==> src/rtl/tk1_word_sequencer_if.sv <==
// Handshake bundle between the TK1 word sequencer and its controller.
// The sequencer uses the slave view; the controller or bench uses master.
interface tk1_word_sequencer_if;
    logic        init;
    logic        inc;
    logic [7:0]  dom;
    logic        start;
    logic [31:0] pdo;
    logic        se;
    logic        busy;
    logic        done;
    logic [55:0] cnt;

    modport master (
        output init, inc, dom, start,
        input  pdo, se, busy, done, cnt
    );

    modport slave (
        input  init, inc, dom, start,
        output pdo, se, busy, done, cnt
    );
endinterface

==> src/rtl/tk1_word_sequencer.sv <==
// Romulus 56-bit LFSR block counter plus domain byte, serialized as four
// 32-bit TK1 words (MSW first) into the 32-bit tweakey shift chain.
module tk1_word_sequencer #(
    parameter logic [55:0] CNT_INIT = 56'h00000000000001
) (
    input  logic                  clk,
    input  logic                  rst,
    tk1_word_sequencer_if.slave   bus
);

    localparam logic [1:0] ST_IDLE  = 2'd0;
    localparam logic [1:0] ST_SHIFT = 2'd1;
    localparam logic [1:0] ST_DONE  = 2'd2;

    logic [1:0]  state_reg;
    logic [55:0] cnt_reg;
    logic [55:0] cnt_next;
    logic [63:0] snap_reg;
    logic [1:0]  idx_reg;
    logic [31:0] pdo_reg;
    logic        se_reg;
    logic        busy_reg;
    logic        done_reg;
    logic [31:0] w0;
    logic [31:0] w1;

    // Counter bytes are laid out little-end-first into TK1, so each word is
    // a byte-reversed slice of cnt.
    genvar gi;
    generate
        for (gi = 0; gi < 4; gi++) begin : g_w0
            assign w0[31-8*gi -: 8] = cnt_reg[8*gi+7 -: 8];
        end
        for (gi = 0; gi < 3; gi++) begin : g_w1
            assign w1[31-8*gi -: 8] = cnt_reg[32+8*gi+7 -: 8];
        end
    endgenerate
    assign w1[7:0] = bus.dom;

    // x^56 + x^7 + x^4 + x^2 + 1
    always_comb begin
        cnt_next = cnt_reg;
        if (bus.init) begin
            cnt_next = CNT_INIT;
        end else if (bus.inc) begin
            cnt_next = {cnt_reg[54:0], 1'b0} ^ (cnt_reg[55] ? 56'h95 : 56'h0);
        end
    end

    always_ff @(posedge clk or posedge rst) begin
        if (rst) begin
            cnt_reg <= CNT_INIT;
        end else begin
            cnt_reg <= cnt_next;
        end
    end

    // snap_reg is a word shifter: the word to emit next sits in [63:32].
    always_ff @(posedge clk or posedge rst) begin
        if (rst) begin
            state_reg <= ST_IDLE;
            snap_reg  <= 64'h0;
            idx_reg   <= 2'd0;
            pdo_reg   <= 32'h0;
            se_reg    <= 1'b0;
            busy_reg  <= 1'b0;
            done_reg  <= 1'b0;
        end else begin
            case (state_reg)
                ST_IDLE: begin
                    done_reg <= 1'b0;
                    if (bus.start) begin
                        state_reg <= ST_SHIFT;
                        snap_reg  <= {w1, 32'h0};
                        idx_reg   <= 2'd0;
                        pdo_reg   <= w0;
                        se_reg    <= 1'b1;
                        busy_reg  <= 1'b1;
                    end
                end
                ST_SHIFT: begin
                    if (idx_reg == 2'd3) begin
                        state_reg <= ST_DONE;
                        pdo_reg   <= 32'h0;
                        se_reg    <= 1'b0;
                        busy_reg  <= 1'b0;
                        done_reg  <= 1'b1;
                    end else begin
                        idx_reg  <= idx_reg + 2'd1;
                        pdo_reg  <= snap_reg[63:32];
                        snap_reg <= {snap_reg[31:0], 32'h0};
                    end
                end
                ST_DONE: begin
                    state_reg <= ST_IDLE;
                    done_reg  <= 1'b0;
                end
                default: begin
                    state_reg <= ST_IDLE;
                    pdo_reg   <= 32'h0;
                    se_reg    <= 1'b0;
                    busy_reg  <= 1'b0;
                    done_reg  <= 1'b0;
                end
            endcase
        end
    end

    assign bus.pdo  = pdo_reg;
    assign bus.se   = se_reg;
    assign bus.busy = busy_reg;
    assign bus.done = done_reg;
    assign bus.cnt  = cnt_reg;

endmodule

==> src/flat_wrapper.sv <==
// flat-port wrapper written by rule: the top's interface ports become plain ports
module tk1_word_sequencer_flat 
#(
    parameter logic [55:0] CNT_INIT = 56'h00000000000001
)
  (clk, rst, bus_init, bus_inc, bus_dom, bus_start, bus_pdo, bus_se, bus_busy, bus_done, bus_cnt);
  tk1_word_sequencer_if bus_i ();
  input  logic clk;
  input  logic rst;
  input wire logic [$bits(bus_i.init)-1:0] bus_init;
  input wire logic [$bits(bus_i.inc)-1:0] bus_inc;
  input wire logic [$bits(bus_i.dom)-1:0] bus_dom;
  input wire logic [$bits(bus_i.start)-1:0] bus_start;
  output wire logic [$bits(bus_i.pdo)-1:0] bus_pdo;
  output wire logic [$bits(bus_i.se)-1:0] bus_se;
  output wire logic [$bits(bus_i.busy)-1:0] bus_busy;
  output wire logic [$bits(bus_i.done)-1:0] bus_done;
  output wire logic [$bits(bus_i.cnt)-1:0] bus_cnt;
  assign bus_i.init = bus_init;
  assign bus_i.inc = bus_inc;
  assign bus_i.dom = bus_dom;
  assign bus_i.start = bus_start;
  assign bus_pdo = bus_i.pdo;
  assign bus_se = bus_i.se;
  assign bus_busy = bus_i.busy;
  assign bus_done = bus_i.done;
  assign bus_cnt = bus_i.cnt;
  tk1_word_sequencer #(.CNT_INIT(CNT_INIT)) u_core (.clk(clk), .rst(rst), .bus(bus_i));
endmodule
==> config.mk <==
export PLATFORM = sky130hd
export DESIGN_NAME = tk1_word_sequencer_flat
export DESIGN_NICKNAME = d
export VERILOG_FILES = /design/src/rtl/tk1_word_sequencer_if.sv /design/src/rtl/tk1_word_sequencer.sv /design/src/flat_wrapper.sv
export SDC_FILE = /design/constraint.sdc
export NUM_CORES = 1
export LEC_CHECK = 0
export BUFFER_PORTS_ARGS = -buffer_cell sky130_fd_sc_hd__clkbuf_2
export CAP_MARGIN = 20
export CORE_MARGIN = 10
export CORE_UTILIZATION = 30
export CTS_CLUSTER_DIAMETER = 50
export DETAILED_ROUTE_END_ITERATION = 8
export PLACE_DENSITY = 0.59
export SLEW_MARGIN = 20
export SYNTH_ARGS = -nofsm -noshare
export SYNTH_HDL_FRONTEND = slang
export SYNTH_SLANG_ARGS = --single-unit
==> constraint.sdc <==
create_clock -name clk -period 10.78 [get_ports clk]
set_clock_uncertainty 0.2 [all_clocks]
set_input_delay 2.156 -clock clk [delete_from_list [all_inputs] [get_ports clk]]
set_output_delay 2.156 -clock clk [all_outputs]
set_load 0.02 [all_outputs]
==> qor.yml <==
status: "completed"
ys_seq_area_share_pct: 61.0
grt_max_degree: 65
drt-pass1-iter-count: 4
setup_tns_ns: 0
period_needed_ns: 3.64
finalHoldViolations: 0
die_w_um: 151
crit_type: "flop to output port"
syn_nets: 445
fin_crit_sh_pct: 33.8
gp_congestion: 0.777
power_density_mw_per_mm2: 249
antennaDiodeCount: 0
rsz0062_at_grt: "no"
largest_register_ffs: 56
ys_types: 30
min_path_type: "flop to flop"
grt_usage_pct: 13.1
synth_enable_flop_cells: 0
final_util_pct: 38.2
clock_latency_ns: 0.41
syn-cell-area_mm2: 0.00517
vias_per_cell: 4.97
clk_pin_slew_ns: 0.05
cts_buffers: 17
ys_dominant_reg_cell: "dfrtp_1"
hp-start: "u_core.snap_reg[57]"
wl_mm: 14.7
p_leak_uw: 0.00319
portBuffers: 103
antenna_found_initial: 0
r2r_end: "u_core.idx_reg[0]"
initial_core_util_pct: 30.9
hold_buffers: 0
min_to: "u_core.snap_reg[57]"
worst_path_largest_cell_delay_ns: 0.61
max_freq_ghz: 0.275
final_layout_size_suffix_gt1_share_pct: 27.9
row_count: 47
clock_path_buffers: 2
max_cap_viol_count: 0
syn_inst: 431
fill_cells: 1618
critical-path-slowest-cell: "dfrtp_1"
coreArea_mm2: 0.0168
post_cts_buffers: 0
r2r-start: "u_core.state_reg[0]"
final_common_cell: "dfrtp_1"
wl_per_cell_um: 19.5
final_nets: 536
placed_cells: 723
irDropWorstVdd_v: 0.000110
htree_num_levels: 4
cts_resized: 0
cp_max_fo: 7
ant_nets: 0
postLayoutCellArea_mm2: 0.00640
p_total_uw: 1600
final_max_slew_viol_count: 0
critPathTopFamily: "flip-flops"
multi_input_area_mm2: 0.00178
r2r_cells: 4
place_area_mm2: 0.00580
cts_root_buf: "clkbuf_16"
ys_seq_elements: 126
slew_headroom_pct: 35.2
worst_setup_path_end_kind: "output port"
crit_buf_inv: 1
setup_viol: 0
syn2layout_area_growth_pct: 23.8
crit_chain: "clkbuf_2"
dieArea_mm2: 0.0229
synthArstFlopShare_pct: 100
overflow: 0
worstPathArrival_ns: 1.28
fin_cells: 755
postSynthAreaPerCell_um2: 12.0
hold_depth: 1
post-route-drc-count: 0
startpoint_type: "flop"
grt_pass1_wl_mm: 23.0
cts_tree: "yes"
ys_warn_count: 0
grt_pass1_vias: 3898
vias: 3751
io_pins: 104
cts.sinks: 126
hpwlAfterDp_mm: 9.73
drt-initial-drc-count: 233
die_h_um: 151
final-seq-area_mm2: 0.00315
rrSetupSlack_ns: 8.63
worstMarginPinSlew_ns: 0.972
layout_common_cells: "dfrtp_1 (125), clkbuf_2 (102), nor2_1 (58)"
critPathRequiredTime_ns: 8.42
layer usage:
metal  part of all wire, %  up-vias  wire [um]  global-route usage [%]
met1                    42     1895       6240                    15.9
met4                   1.6        0        229                    4.96
met2                    48       96       7040                    20.4
met3                   8.1       15       1190                    5.22
li1                      -     1745          -                       -
met5                     0        -          0                       0
worst max-delay path by stage:
stage                            start                 end  slack [ns]  cells after the start
floorplan                          rst  u_core.bus.cnt[10]        5.07                      1
global placement                   rst       u_core.bus.se        6.91                      3
detailed placement                 rst  u_core.bus.cnt[31]        6.89                      3
CTS                 u_core.bus.cnt[55]         bus_cnt[55]        7.11                      1
global route        u_core.bus.cnt[55]         bus_cnt[55]        7.10                      1
finish              u_core.bus.cnt[55]         bus_cnt[55]        7.14                      1
synthesized netlist by cell type (4+ instances only):
cell type	count	area share (%)
a21oi_1	30	2.9
a22o_1	32	5.4
nor3_1	32	3.1
mux2i_1	52	10
buf_6	8	1.7
dfrtp_1	125	60
buf_1	6	0.44
nor2_1	58	4.2
a22oi_1	31	4.5
clkbuf_1	12	0.87
o21ai_0	4	0.39
nand2_1	4	0.29
inv_1	4	0.29
buf_2	10	0.97
stage by stage:
step	hold slack, ns	setup WS, ns
3_3_place_gp	0.284	6.91
2_1_floorplan	0.266	5.07
5_1_grt	0.320	7.10
6_report	0.302	7.14
3_5_place_dp	0.290	6.89
4_1_cts	0.303	7.11
power by group:
group          switching [uW]  internal [uW]  leakage [uW]
combinational             303            122       0.00119
sequential               54.0            545       0.00171
clock                     209            363      0.000290
total                     566           1030       0.00319
worst reg2reg max path: stages, from the launching register on:
cell and delay (ns):
dfrtp_1 0.37, buf_4 0.27, nor3b_4 0.22, nor2_4 0.73
mux2_2 0.29
cell type report:
class | count | share of cell area [%]
sequential | 126 | 49.3
multi-input combinational | 262 | 27.8
timing repair buffer | 110 | 8.91
clock buffer | 18 | 6.71
tap | 220 | 4.30
clock inverter | 14 | 2.64
inverter | 5 | 0.332
kinds of logic after synthesis:
logic type | after synthesis | share of synthesized area, %
buf+inv | 43 | 4.67
fa+ha+maj | 1 | 0.242
xor+xnor | 3 | 0.508
compound gates | 104 | 14.2
simple gates | 101 | 9.07
mux | 53 | 10.3
flops | 126 | 61.0
Power figures use the tool's default switching activity.
